`src/rtl/ctrl_types_pkg.sv`:
```
// Shared types for the cache operation controller: operation/status encodings
// and controller states.
package ctrl_types_pkg;

    typedef enum logic [2:0] {
        OP_NOOP   = 3'd0,
        OP_READ   = 3'd1,
        OP_CREATE = 3'd2,
        OP_UPDATE = 3'd3,
        OP_DELETE = 3'd4
    } operation_e;

    typedef enum logic [2:0] {
        ST_OK,
        ST_MISS,
        ST_EXISTS,
        ST_FULL,
        ST_ERROR
    } status_e;

    typedef enum logic [1:0] {
        ST_IDLE,
        ST_LOOKUP,
        ST_EXEC,
        ST_RESP
    } ctrl_state_e;

    // Encodings 5..7 are unassigned and answer with ERROR.
    function automatic logic is_known_op(input logic [2:0] op);
        return op <= 3'd4;
    endfunction

endpackage

```
`src/rtl/free_slot_finder.sv`:
```
// Lowest-index free slot: one-hot of the first zero in used_in, plus a full flag.
module free_slot_finder #(
    parameter int NUM_ENTRIES = 16
) (
    input  logic [NUM_ENTRIES-1:0] used_in,
    output logic [NUM_ENTRIES-1:0] slot_out,
    output logic                   full_out
);

    always_comb begin
        logic found;
        found    = 1'b0;
        slot_out = '0;
        for (int i = 0; i < NUM_ENTRIES; i++) begin
            if (!used_in[i] && !found) begin
                slot_out[i] = 1'b1;
                found       = 1'b1;
            end
        end
    end

    assign full_out = &used_in;

endmodule

```
`src/rtl/cache_op_controller.sv`:
```
// Cache operation controller: request handshake, multi-cycle key lookup,
// a single memory strobe, then a held status response.
module cache_op_controller
    import ctrl_types_pkg::*;
#(
    parameter int NUM_ENTRIES    = 16,
    parameter int LOOKUP_LATENCY = 1
) (
    input  logic                   clk,
    input  logic                   rst_n,
    input  logic                   op_valid_in,
    output logic                   op_ready_out,
    input  operation_e             operation_in,
    input  logic [NUM_ENTRIES-1:0] used_in,
    input  logic                   hit_in,
    input  logic [NUM_ENTRIES-1:0] hit_idx_in,
    output logic                   lookup_out,
    output logic [NUM_ENTRIES-1:0] idx_out,
    output logic                   select_out,
    output logic                   write_out,
    output logic                   delete_out,
    output logic                   resp_valid_out,
    input  logic                   resp_ready_in,
    output status_e                resp_status_out
);

    localparam int CNT_W = $clog2(LOOKUP_LATENCY + 1);
    localparam logic [CNT_W-1:0] LAST_CNT = CNT_W'(LOOKUP_LATENCY - 1);

    ctrl_state_e            state_q, state_d;
    logic [CNT_W-1:0]       cnt_q, cnt_d;
    operation_e             op_q, op_d;
    status_e                pend_q, pend_d;
    status_e                status_q, status_d;
    logic [NUM_ENTRIES-1:0] idx_q, idx_d;
    logic                   sel_q, sel_d;
    logic                   wr_q, wr_d;
    logic                   del_q, del_d;
    logic                   lookup_q, lookup_d;
    logic                   resp_valid_q, resp_valid_d;
    logic                   op_ready_q, op_ready_d;

    logic [NUM_ENTRIES-1:0] free_slot;
    logic                   all_used;

    free_slot_finder #(.NUM_ENTRIES(NUM_ENTRIES)) u_free_slot (
        .used_in  (used_in),
        .slot_out (free_slot),
        .full_out (all_used)
    );

    always_comb begin
        state_d      = state_q;
        cnt_d        = cnt_q;
        op_d         = op_q;
        pend_d       = pend_q;
        status_d     = status_q;
        resp_valid_d = resp_valid_q;
        idx_d        = '0;
        sel_d        = 1'b0;
        wr_d         = 1'b0;
        del_d        = 1'b0;
        lookup_d     = 1'b0;

        case (state_q)
            ST_IDLE: begin
                if (op_valid_in) begin
                    if (!is_known_op(operation_in)) begin
                        status_d     = ST_ERROR;
                        resp_valid_d = 1'b1;
                        state_d      = ST_RESP;
                    end else if (operation_in != OP_NOOP) begin
                        op_d     = operation_in;
                        cnt_d    = '0;
                        lookup_d = 1'b1;
                        state_d  = ST_LOOKUP;
                    end
                end
            end
            ST_LOOKUP: begin
                lookup_d = 1'b1;
                if (cnt_q == LAST_CNT) begin
                    // The action is resolved as the memory result is sampled,
                    // so every EXEC-cycle output comes straight from a flop.
                    lookup_d = 1'b0;
                    state_d  = ST_EXEC;
                    pend_d   = ST_OK;
                    if (hit_in && $countones(hit_idx_in) != 1) begin
                        pend_d = ST_ERROR;
                    end else if (hit_in) begin
                        case (op_q)
                            OP_READ:   begin sel_d = 1'b1; idx_d = hit_idx_in; end
                            OP_UPDATE: begin wr_d  = 1'b1; idx_d = hit_idx_in; end
                            OP_DELETE: begin del_d = 1'b1; idx_d = hit_idx_in; end
                            OP_CREATE: pend_d = ST_EXISTS;
                            default:   pend_d = ST_ERROR;
                        endcase
                    end else if (op_q == OP_CREATE) begin
                        if (all_used) begin
                            pend_d = ST_FULL;
                        end else begin
                            wr_d  = 1'b1;
                            idx_d = free_slot;
                        end
                    end else begin
                        pend_d = ST_MISS;
                    end
                end else begin
                    cnt_d = cnt_q + CNT_W'(1);
                end
            end
            ST_EXEC: begin
                status_d     = pend_q;
                resp_valid_d = 1'b1;
                state_d      = ST_RESP;
            end
            ST_RESP: begin
                if (resp_ready_in) begin
                    resp_valid_d = 1'b0;
                    state_d      = ST_IDLE;
                end
            end
            default: state_d = ST_IDLE;
        endcase

        op_ready_d = (state_d == ST_IDLE);
    end

    always_ff @(posedge clk or negedge rst_n) begin
        if (!rst_n) begin
            state_q      <= ST_IDLE;
            cnt_q        <= '0;
            op_q         <= OP_NOOP;
            pend_q       <= ST_OK;
            status_q     <= ST_OK;
            idx_q        <= '0;
            sel_q        <= 1'b0;
            wr_q         <= 1'b0;
            del_q        <= 1'b0;
            lookup_q     <= 1'b0;
            resp_valid_q <= 1'b0;
            op_ready_q   <= 1'b1;
        end else begin
            state_q      <= state_d;
            cnt_q        <= cnt_d;
            op_q         <= op_d;
            pend_q       <= pend_d;
            status_q     <= status_d;
            idx_q        <= idx_d;
            sel_q        <= sel_d;
            wr_q         <= wr_d;
            del_q        <= del_d;
            lookup_q     <= lookup_d;
            resp_valid_q <= resp_valid_d;
            op_ready_q   <= op_ready_d;
        end
    end

    assign op_ready_out    = op_ready_q;
    assign lookup_out      = lookup_q;
    assign idx_out         = idx_q;
    assign select_out      = sel_q;
    assign write_out       = wr_q;
    assign delete_out      = del_q;
    assign resp_valid_out  = resp_valid_q;
    assign resp_status_out = status_q;

endmodule

```
`config.mk`:
```
export PLATFORM = sky130hd
export DESIGN_NAME = cache_op_controller
export DESIGN_NICKNAME = d
export VERILOG_FILES = /design/src/rtl/ctrl_types_pkg.sv /design/src/rtl/free_slot_finder.sv /design/src/rtl/cache_op_controller.sv
export SDC_FILE = /design/constraint.sdc
export NUM_CORES = 1
export LEC_CHECK = 0
export CAP_MARGIN = 15
export CELL_PAD_IN_SITES_DETAIL_PLACEMENT = 1
export CELL_PAD_IN_SITES_GLOBAL_PLACEMENT = 2
export CORE_MARGIN = 2
export CORE_UTILIZATION = 27
export CTS_CLUSTER_SIZE = 10
export DETAILED_ROUTE_END_ITERATION = 16
export HOLD_SLACK_MARGIN = 0.1
export PLACE_DENSITY = 0.87
export SETUP_SLACK_MARGIN = 0.2
export SYNTH_ARGS = -nofsm -noshare
export SYNTH_HDL_FRONTEND = slang
export SYNTH_SLANG_ARGS = --single-unit
```
`constraint.sdc`:
```
create_clock -name clk -period 2.27 [get_ports clk]
set_input_delay 0.681 -clock clk [delete_from_list [all_inputs] [get_ports clk]]
set_output_delay 0.681 -clock clk [all_outputs]
set_load 0.02 [all_outputs]
```
# Word-level counts from Yosys, hierarchy flattened
# Index checks and enable logic that the tools add are counted.
# totals
ff_bits	34
inputBits	40
out_inout_bits	25
wordCells	183
# op_classes
n_reduce_logical	58
muxes	82
n_lt_le_gt_ge	1
bitwise	1
n_addsub	16
n_eq_ne	13
# op_table
op	count
$mux 16	7
$mux 1	58
$logic_not 1->1	29
$add 1x1->2	8
$logic_and 1x1->1	16
$reduce_and 16->1	1
$mux 3	5
$add 2x2->3	4
$mux 2	6
$pmux 3 s2	2
$reduce_and 4->1	3
$ne 2x2->1 const B	5
$add 3x3->4	2
$pmux 2 s4	1
$eq 3x2->1 const B	2
$reduce_bool 3->1	2
$add 4x4->5	1
$ne 5x1->1 const B	1
$eq 2x2->1 const B	2
$logic_not 2->1	2
$pmux 1 s2	2
$reduce_bool 2->1	2
$eq 3x1->1 const B	1
$eq 3x3->1 const B	1
8 further kinds	8

# Depth between registers and ports, before layout
# Gate-level depths: netlist of run 1.
# logic_depth
word_depth	51
ltp_mapped	14
ltp_nobuf	14

# Hierarchy
# From an unflattened synthesis of run 1, not the netlist that was laid out.
# unflattened
hier_cells	206
area_unflattened_um2	2049.5
# by_module_without_submodules
mod	area_each_um2	seq_area_each_um2	instances	cells_each
cache_op_controller	1853.0	827.0	1	175
free_slot_finder	196.4	0.0	1	31

# Least setup slack after synthesis of run 1
# Ideal clock, no wire load.
# synth_timing
kind	input port to flip-flop
start	in hit_idx_in[5]
end	reg wr_q (netlist: write_out)
stages	14
required_ns	2.148
path_buffers	0
setup_ns	0.122
path_slack_ns	-2.220
arrival_ns	4.369
cell_sequence	inv_1 fa_1 inv_1 fa_1 fa_1 inv_1 fa_1 inv_1 ha_1 fa_1 nor4b_1 o211a_1 o21bai_1 a2111oi_1
# synth_via
elab_chain_cells	9
# synth_rtl
item	line_no	text
start: declaration	cache_op_controller.sv:16	input logic [NUM_ENTRIES-1:0] hit_idx_in,
$add 1x1->2 (implied by the code)	cache_op_controller.sv:88	if (hit_in && $countones(hit_idx_in) != 1) begin
$add 2x2->3 (implied by the code)	cache_op_controller.sv:88	
$add 3x3->4 (implied by the code)	cache_op_controller.sv:88	
$add 4x4->5 (implied by the code)	cache_op_controller.sv:88	
$ne 5x1->1	cache_op_controller.sv:88	
$logic_and 1x1->1	cache_op_controller.sv:88	
$mux 1	cache_op_controller.sv:88	
$mux 1	cache_op_controller.sv:82	if (cnt_q == LAST_CNT) begin
$mux 1	cache_op_controller.sv:65	case (state_q)
named net wr_d	cache_op_controller.sv:37	logic wr_q, wr_d;
end signal: assignment	cache_op_controller.sv:151	wr_q <= wr_d;
end: declaration	cache_op_controller.sv:37	
# The timed path passes the listed nets, and every way through them passes these cells.
# A chain may end at the register's enable or synchronous reset.

# Worst setup path after layout of run 1
# layout_timing
start	in hit_idx_in[15]
end	reg idx_q[13] (netlist: idx_out[13])
# layout_via
elab_chain_cells	9
# layout_rtl
item	line_no	text
$add 1x1->2 (implied by the code)	cache_op_controller.sv:88	
$add 2x2->3 (implied by the code)	cache_op_controller.sv:88	
$add 3x3->4 (implied by the code)	cache_op_controller.sv:88	
$add 4x4->5 (implied by the code)	cache_op_controller.sv:88	
$ne 5x1->1	cache_op_controller.sv:88	
$logic_and 1x1->1	cache_op_controller.sv:88	
$mux 16	cache_op_controller.sv:88	
$mux 16	cache_op_controller.sv:82	
$mux 16	cache_op_controller.sv:65	
named net idx_d[13]	cache_op_controller.sv:35	logic [NUM_ENTRIES-1:0] idx_q, idx_d;
end signal: assignment	cache_op_controller.sv:149	idx_q <= idx_d;
end: declaration	cache_op_controller.sv:35	
# The timed path passes the listed nets, and every way through them passes these cells.

==> results of run 1 <==
-- critical path, stage by stage --
cell	delay, ps
buf_6	100
fa_1	540
inv_2	40
fa_1	490
inv_2	40
fa_1	470
inv_1	50
fa_1	490
inv_2	50
ha_4	150
fa_2	350
and3b_2	240
o211a_1	260
o21bai_4	230
buf_6	170
nor2_2	30
-- synth_stat cells, types with 3 or more instances --
| cell type | count | area, sq um |
|---|---|---|
| nand4_1 | 6 | 37.5 |
| nand2b_1 | 3 | 18.8 |
| a22oi_1 | 5 | 37.5 |
| nand2_1 | 15 | 56.3 |
| nor3b_1 | 3 | 22.5 |
| o21ai_0 | 4 | 20.0 |
| fa_1 | 10 | 200 |
| nor3_1 | 4 | 20.0 |
| a22o_1 | 3 | 26.3 |
| nor2_1 | 26 | 97.6 |
| ha_1 | 7 | 87.6 |
| a21oi_1 | 10 | 50.1 |
| dfrtp_1 | 32 | 801 |
| a21oi_2 | 3 | 26.3 |
| inv_1 | 28 | 105 |
| nor2b_1 | 5 | 31.3 |
-- state kept, by name, indices dropped and copies added (netlist names) --
name	count
delete_out	1
idx_out	16
lookup_out	1
op_q	3
op_ready_out	1
pend_q	3
resp_status_out	3
resp_valid_out	1
select_out	1
state_q	2
write_out	1
-- what timing repair did --
action / in CTS / in global routing
hold buffers: 0 / 0
setup endpoints to repair: 22 / 23
pin swaps: 15 / 14
gates resized for setup: 44 / 22
buffers inserted: 3 / 2
-- final timing paths --
| check | cells after the start | endpoint | start |
|---|---|---|---|
| setup / recovery | 16 | idx_out[13] | hit_idx_in[15] |
| hold / removal | 2 | pend_q[0] | pend_q[0] |
| setup reg to reg | 4 | idx_out[13] | op_q[2] |
| hold reg to reg | 2 | pend_q[0] | pend_q[0] |
| max in group asynchronous | 2 | op_ready_out | rst_n |
| min in group asynchronous | 2 | idx_out[3] | rst_n |
-- routing by layer --
layer,track usage,vias to the layer above
met2,0.293,50
li1,-,890
met1,0.196,920
met3,0.0286,9
met5,0,-
met4,0.0583,0
-- per-stage QoR --
stage	setup TNS [ps]	setup WS, ps	power [W]	instance area (sq um)
after global placement	-55680	-2690	0.00192	2980
after global routing	-42280	-2050	0.00294	3210
after detailed placement	-58640	-2850	0.00199	2980
after CTS	-42680	-2070	0.00274	3160
after floorplan	-39760	-2010	0.00150	2010
final	-40130	-1940	0.00276	3210
-- logic make-up (layout without fill, tap and decap cells) --
logic type	count (synthesis)	in the layout
AO/OA/AOI/OAI	38	38
flip-flops	33	33
AND/OR/NAND/NOR	79	79
adder cells (fa/ha/maj)	17	17
multiplexers	2	2
buffers and inverters	32	134
-- cell type report --
| type | instances | area share |
|---|---|---|
| multi-input combinational | 136 | 0.353 |
| clock buffer | 7 | 0.0269 |
| clock inverter | 1 | 0.00935 |
| inverter | 28 | 0.0343 |
| tap | 99 | 0.0386 |
| timing repair buffer | 98 | 0.281 |
| sequential | 33 | 0.258 |
-- where the power goes --
| group | switching, W | internal (W) |
|---|---|---|
| Sequential | 0.000139 | 0.000699 |
| Clock | 0.000221 | 0.000358 |
| Combinational | 0.000686 | 0.000656 |
==> flow_summary.json, run 1 <==
{
  "outcome": "complete, but fails checks",
  "violations": "negative setup slack",
  "p_leak_nw": 1.45,
  "coreArea_sq_um": 7180,
  "synth_top_family_by_area": "simple AND/OR/NAND/NOR gates",
  "vias": 1869,
  "dp.cells": 389,
  "port_buffers": 64,
  "grt_usage": 0.164,
  "fp.dieH_um": 89.5,
  "fin_crit_sh": 1.85,
  "max-cap-violations": 0,
  "synth-simple-area-share": 0.219,
  "layout.cells.non_filler": 402,
  "grt_pass1_vias": 1993,
  "gr-total-overflow": 0,
  "final-setup-viol-count": 21,
  "die_w_um": 89.5,
  "drt_first_pass_iters": 4,
  "mostFrequentLayoutCells": "clkdlybuf4s50_1 (54), dfrtp_1 (32), buf_4 (31)",
  "synth_warnings": 0,
  "r2r_slack_ps": 560,
  "fin_util": 0.447,
  "rows": 31,
  "syn_to_final_growth_pct": 62.6,
  "ys_ff_latch": 33,
  "regArea_sq_um": 827,
  "ant_nets": 0,
  "critPathCaptureType": "flip-flop",
  "initial_utilization": 0.275,
  "tightest_slew_ps": 687,
  "grt_max_degree": 34,
  "totalWireLength_um": 6100,
  "multi_input_area_sq_um": 1130,
  "antenna_found_initial": 0,
  "hold_violations": 0,
  "whs_ps": 500,
  "synthCells": 201,
  "synth_compound_area_frac": 0.139,
  "wl_per_cell_um": 15.2,
  "ys.flop_type": "dfrtp_1",
  "wl_met3_um": 262,
  "ys_seq_area_frac": 0.419,
  "yosys-mux-area-fraction": 0.0114,
  "ios": 65,
  "syn_nets": 258,
  "path_clk_slew_ps": 70,
  "ys_types": 44,
  "synth_edf_count": 0,
  "fin_ws_ps": -1940,
  "syn_area_sq_um": 1970,
  "clkSinkCount": 33,
  "fill_cells": 818,
  "synthXorXnorAreaFrac": 0,
  "worstHoldPathType": "reg2reg",
  "ir_worst_vdd_mv": 0.323,
  "antenna_cells": 0,
  "layout.nets": 359,
  "place.gp.congestion": 0.863,
  "grt_pass1_wl_um": 9600,
  "crit_arrival_ps": 4380,
  "route.met2.wl_um": 3120,
  "rsz0062_at_grt": "yes",
  "h-tree-depth": 2,
  "top_layer": "met4",
  "synth-adder-area-share": 0.146,
  "met1_length_um": 2620,
  "cts_root_buffer": "clkbuf_8",
  "min_period_ps": 4210,
  "drv_slew": 0,
  "slew_headroom": 0.538,
  "required_ps": 2440,
  "dp_hpwl_um": 4760,
  "avgViaCountPerCell": 4.65,
  "fmax_ghz": 0.238,
  "power_density_nw_per_um2": 859,
  "layout_commonest_cell": "clkdlybuf4s50_1",
  "clockBufferDepth": 2,
  "drcViolationCount": 0,
  "async_flop_share": 1.00,
  "clk_latency_ps": 290,
  "path_class": "in2reg",
  "cts_buffers": 5,
  "drtIter0Drc": 36,
  "crit_path_start_kind": "primary input",
  "cts_tree": "yes",
  "cp_max_fo": 5,
  "syn_avg_cell_area_sq_um": 9.82,
  "drive_gt1_frac": 0.281,
  "dieArea_sq_um": 8010,
  "skew_ps": 5.77
}
No activity file was read; power rests on OpenSTA's default activity.
==> run 2: changes to the inputs <==
--- a/config.mk
+++ b/config.mk
@@ -18,3 +18,4 @@
 export SYNTH_ARGS = -nofsm -noshare
 export SYNTH_HDL_FRONTEND = slang
 export SYNTH_SLANG_ARGS = --single-unit
+export TNS_END_PERCENT = 100
==> constraint.sdc (replaced) <==
create_clock -name clk -period 4.35 [get_ports clk]
set_input_delay 1.305 -clock clk [delete_from_list [all_inputs] [get_ports clk]]
set_output_delay 1.305 -clock clk [all_outputs]
set_load 0.02 [all_outputs]
==> flow_summary.json, run 2 (synthesized netlist as in run 1, its figures left out) <==
{
  "grt_use_met2": 0.297,
  "grt_use_met1": 0.197,
  "port_buffers": 64,
  "grtUsageMet3": 0.0314,
  "clockBufferDepth": 2,
  "fmax_ghz": 0.203,
  "max-cap-violations": 0,
  "dpl_cell_area_sq_um": 2880,
  "hold_violations": 0,
  "required_ps": 4530,
  "mostFrequentLayoutCells": "clkdlybuf4s50_1 (55), dfrtp_1 (32), inv_1 (22)",
  "coreArea_sq_um": 7180,
  "dp.cells": 377,
  "wl_per_cell_um": 15.7,
  "cp_max_fo": 2,
  "gr-total-overflow": 0,
  "top_usage_layer": "met2",
  "dieArea_sq_um": 8010,
  "fin_setup_tns_ps": -10090,
  "final-setup-viol-count": 21,
  "initial_utilization": 0.275,
  "vias": 1792,
  "grt_pass1_vias": 2048,
  "r2r_slack_ps": 2410,
  "dp_hpwl_um": 4660,
  "tightest_slew_ps": 666,
  "clk_latency_ps": 300,
  "layout.cells.non_filler": 387,
  "fin_crit_sh": 1.13,
  "syn_to_final_growth_pct": 55.3,
  "slew_headroom": 0.556,
  "rows": 31,
  "drtIter0Drc": 60,
  "cts_tree": "yes",
  "r2r_start": "op_q[2]",
  "largest_reg_flops": 16,
  "h-tree-depth": 2,
  "layout_commonest_cell": "clkdlybuf4s50_1",
  "layout.nets": 344,
  "drv_slew": 0,
  "grt_pass1_wl_um": 9830,
  "drive_gt1_frac": 0.240,
  "r2r_cells": 4,
  "power_density_nw_per_um2": 428,
  "critPathCaptureType": "flip-flop",
  "timing.rr.end": "idx_out[14]",
  "cts_buffers": 5,
  "crit_start": "hit_idx_in[11]",
  "antenna_found_initial": 0,
  "totalWireLength_um": 6070,
  "fp.dieH_um": 89.5,
  "drcViolationCount": 0,
  "outcome": "complete, but fails checks",
  "path_class": "in2reg",
  "ant_nets": 0,
  "crit_end": "pend_q[2]",
  "drt_first_pass_iters": 4,
  "die_w_um": 89.5,
  "antenna_cells": 0,
  "grt_max_degree": 34,
  "worstHoldPathType": "reg2reg",
  "avgViaCountPerCell": 4.63,
  "p_leak_nw": 1.35,
  "fin_area_sq_um": 3070,
  "fin_ws_ps": -574,
  "grt_usage": 0.165,
  "min_period_ps": 4920,
  "clkSinkCount": 33,
  "crit_arrival_ps": 5110,
  "rsz0062_at_grt": "yes",
  "violations": "negative setup slack",
  "path_clk_slew_ps": 80,
  "skew_ps": 5.75,
  "cts_root_buffer": "clkbuf_8",
  "ios": 65,
  "fin_util": 0.427,
  "total_power_w": 0.00131,
  "place.gp.congestion": 0.812,
  "ir_worst_vdd_mv": 0.132,
  "crit_path_start_kind": "primary input"
}
==> run 2: per-layer routing <==
metal,up-vias,wire length (um)
met2,47,3130
met4,0,101
li1,857,-
met5,-,0
met1,878,2570
met3,10,268
==> run 2: area by class of cell <==
cell class | instances | area (sq um)
fill | 830 | 4110
multi-input combinational | 136 | 1150
sequential | 33 | 827
timing repair buffer | 83 | 771
tap | 99 | 124
inverter | 28 | 110
clock buffer | 5 | 68.8
clock inverter | 3 | 17.5
==> run 2: power by group <==
| group | total [W] | internal [W] | leakage [nW] | switching, W |
|---|---|---|---|---|
| Combinational | 0.000637 | 0.000294 | 0.867 | 0.000343 |
| Clock | 0.000238 | 0.000110 | 0.0439 | 0.000127 |
| Sequential | 0.000438 | 0.000365 | 0.437 | 0.0000732 |
| Total | 0.00131 | 0.000769 | 1.35 | 0.000543 |
==> run 2: worst max-delay path, stage by stage <==
cell and delay, ps:
buf_8 100, fa_1 540, inv_2 40, fa_1 490, inv_2 50, fa_1 490, inv_1 50, fa_1 440
inv_1 70, ha_2 180, fa_2 450, nor4b_4 310, o211a_1 250, o21ai_0 120, a22o_1 220
==> run 2: worst min path at each step <==
| stage | start | to | slack, ps | depth (start not counted) |
|---|---|---|---|---|
| floorplan | pend_q[0] | pend_q[0] | 440 | 2 |
| global placement | pend_q[0] | pend_q[0] | 460 | 2 |
| detailed placement | pend_q[0] | pend_q[0] | 480 | 2 |
| CTS | pend_q[0] | pend_q[0] | 490 | 2 |
| global route | pend_q[0] | pend_q[0] | 520 | 2 |
| finish | pend_q[0] | pend_q[0] | 490 | 2 |
==> run 2: through the flow <==
stage               worst slack (ps)  hold slack, ps
global placement               -1230             455
detailed placement             -1350             475
finish                          -574             486
floorplan                       -553             439
global route                    -675             516
CTS                             -624             493
==> run 2: timing repair <==
item,4_1_cts,5_1_grt
resized for setup,41,19
endpoints found under the setup margin,21,21
hold buffers,0,0
pin swaps,8,8
buffers inserted,0,2
==> run 3: changes to the inputs <==
--- a/config.mk
+++ b/config.mk
@@ -5,15 +5,16 @@
 export SDC_FILE = /design/constraint.sdc
 export NUM_CORES = 1
 export LEC_CHECK = 0
+export ABC_AREA = 1
 export CAP_MARGIN = 15
 export CELL_PAD_IN_SITES_DETAIL_PLACEMENT = 1
 export CELL_PAD_IN_SITES_GLOBAL_PLACEMENT = 2
 export CORE_MARGIN = 2
-export CORE_UTILIZATION = 27
+export CORE_UTILIZATION = 26
 export CTS_CLUSTER_SIZE = 10
 export DETAILED_ROUTE_END_ITERATION = 16
 export HOLD_SLACK_MARGIN = 0.1
-export PLACE_DENSITY = 0.87
+export PLACE_DENSITY = 0.88
 export SETUP_SLACK_MARGIN = 0.2
 export SYNTH_ARGS = -nofsm -noshare
 export SYNTH_HDL_FRONTEND = slang
==> flow_summary.json, run 3 <==
{
  "p_leak_nw": 1.40,
  "port_buffers": 64,
  "cts_buffers": 5,
  "tightest_slew_ps": 609,
  "switchingPower_w": 0.000540,
  "drive_gt1_frac": 0.192,
  "cts_root_buffer": "clkbuf_8",
  "outcome": "complete, but fails checks",
  "fin_crit_sh": 1.10,
  "avgViaCountPerCell": 4.32,
  "rsz0062_at_grt": "yes",
  "path_common_cell": "fa_1",
  "critPathCaptureType": "flip-flop",
  "crit_path_start_kind": "primary input",
  "synthCells": 254,
  "dp_hpwl_um": 4940,
  "coreArea_sq_um": 7650,
  "power_density_nw_per_um2": 442,
  "place.gp.congestion": 0.810,
  "path_class": "in2reg",
  "drv_slew": 0,
  "h-tree-depth": 2,
  "top_layer": "met4",
  "final-setup-viol-count": 21,
  "pwr-share-clk": 0.226,
  "vias": 1881,
  "worstHoldPathType": "reg2reg",
  "initial_utilization": 0.266,
  "crit_arrival_ps": 5010,
  "dpl_cell_area_sq_um": 2830,
  "antenna_cells": 0,
  "layout_commonest_cell": "clkdlybuf4s50_1",
  "cts_hold_buf": 0,
  "die_w_um": 92.5,
  "fin_ws_ps": -441,
  "totalWireLength_um": 6010,
  "intPower_w": 0.000805,
  "rows": 32,
  "drt_first_pass_iters": 4,
  "drtIter0Drc": 23,
  "fmax_ghz": 0.209,
  "ant_nets": 0,
  "met1_length_um": 2730,
  "mostFrequentLayoutCells": "clkdlybuf4s50_1 (55), nand2_1 (43), nor2_1 (41)",
  "max_stage_delay_ps": 540,
  "cts_tree": "yes",
  "synth_top_area_cell": "dfrtp_1",
  "gr-total-overflow": 0,
  "dieArea_sq_um": 8550,
  "violations": "negative setup slack",
  "slew_headroom": 0.593,
  "fin_area_sq_um": 3040,
  "path_cells": "buf_8, fa_1, inv_2, fa_1, inv_2, fa_1, inv_2, fa_1, inv_1, ha_2, fa_1, nor2_1, nand2_1, nor2_2, nand2_2, a21oi_4, nand2_4, nor2_2",
  "drcViolationCount": 0,
  "grt_usage": 0.152,
  "path_clk_slew_ps": 70,
  "ys.flop_type": "dfrtp_1",
  "ir_worst_vdd_mv": 0.139,
  "whs_ps": 493,
  "required_ps": 4570,
  "grt_pass1_wl_um": 10100,
  "fin_util": 0.397,
  "syn_nets": 311,
  "skew_ps": 4.02,
  "swShare": 0.401,
  "yosys-top-cells-count": "nor2_1 (47), nand2_1 (46), inv_1 (45)",
  "clkSinkCount": 33,
  "syn_to_final_growth_pct": 49.4,
  "synth_area_leaders": "dfrtp_1 (39%), fa_1 (9.8%), nor2_1 (8.7%), nand2_1 (8.5%), inv_1 (8.3%)",
  "max-cap-violations": 0,
  "synth_warnings": 0,
  "grt_pass1_vias": 2057,
  "ys_ff_latch": 33,
  "netlist.area_leader.share": 0.394,
  "synth_edf_count": 0,
  "ios": 65,
  "fp.dieH_um": 92.5,
  "hold_violations": 0,
  "power_frac_comb": 0.464,
  "grt_max_degree": 22,
  "antenna_found_initial": 0,
  "syn_avg_cell_area_sq_um": 8.01,
  "route.met2.wl_um": 3010,
  "wl_per_cell_um": 13.8,
  "fill_cells": 914,
  "async_flop_share": 1.00,
  "crit_path_top_delay_cell": "fa_1",
  "wl_met3_um": 169,
  "power_frac_seq": 0.310,
  "cp_max_fo": 7,
  "clk_latency_ps": 280,
  "clockBufferDepth": 2,
  "min_period_ps": 4790,
  "syn_area_sq_um": 2030,
  "layout.nets": 389,
  "largest_reg_flops": 16,
  "synth.most_common_cell": "nor2_1",
  "ys_types": 31,
  "ys_seq_area_frac": 0.407
}
## run 3: cell types whose count changed after synthesis, sizes merged, moves of 3 or more
cell,before,now
nor2,26,52
a22oi,5,0
nand4,6,2
nor2b,5,0
nand2,15,51
o21ai,4,8
inv,28,50
nand2b,3,0
a22o,3,0
nor4,3,0
nand3,2,9
## run 3: repair_timing
action,CTS,global route
endpoints found under the setup margin,21,21
gates cloned,1,0
buffers inserted,1,1
resized for setup,54,8
pin swaps,14,5
## run 3: path summary, 6_finish.rpt
| check | from | to | slack (ps) | depth (start not counted) |
|---|---|---|---|---|
| setup / recovery | hit_idx_in[13] | idx_out[9] | -440 | 18 |
| hold / removal | pend_q[0] | pend_q[0] | 490 | 2 |
| setup reg to reg | op_q[2] | idx_out[9] | 2930 | 5 |
| hold reg to reg | pend_q[0] | pend_q[0] | 490 | 2 |
| max in group asynchronous | rst_n | op_ready_out | 2190 | 2 |
| min in group asynchronous | rst_n | op_q[2] | 1400 | 1 |
## run 3: per-layer routing
layer / vias up / track usage
met2: 35 / 0.263
met5: - / 0
met1: 910 / 0.198
met4: 0 / 0.0410
met3: 7 / 0.0228
li1: 929 / -
## run 3: kinds of logic after synthesis
family,synth area share
compound gates,0.0763
fa+ha+maj,0.141
flops,0.407
buf+inv,0.109
simple gates,0.267
## run 3: through the flow
step	setup TNS (ps)	setup slack, ps	instances	power [W]
floorplan	-7990	-497	254	0.000781
global placement	-23920	-1200	424	0.000974
detailed placement	-24670	-1270	424	0.000999
CTS	-8970	-506	434	0.00135
global route	-12860	-690	435	0.00145
finish	-7950	-441	435	0.00134
## run 3: cell type report
| type | count | area (sq um) | area share |
|---|---|---|---|
| clock buffer | 7 | 86.3 | 0.0284 |
| multi-input combinational | 168 | 1080 | 0.357 |
| sequential | 33 | 827 | 0.272 |
| tap | 102 | 128 | 0.0420 |
| clock inverter | 1 | 30.0 | 0.00988 |
| inverter | 51 | 196 | 0.0646 |
| timing repair buffer | 73 | 688 | 0.226 |
## run 3: power groups by stage
stage / clock (W) / combinational (W) / sequential [W]
3_5_place_dp: 0 / 0.000576 / 0.000423
2_1_floorplan: 0 / 0.000335 / 0.000446
6_report: 0.000303 / 0.000624 / 0.000417
3_3_place_gp: 0 / 0.000553 / 0.000421
4_1_cts: 0.000310 / 0.000623 / 0.000419
5_1_grt: 0.000320 / 0.000708 / 0.000427
## run 3: worst max-delay path, delay by kind of cell
family | cells | cell delay (ps)
compound gates | 1 | 210
fa+ha+maj | 6 | 2610
buf+inv | 5 | 260
simple gates | 6 | 620
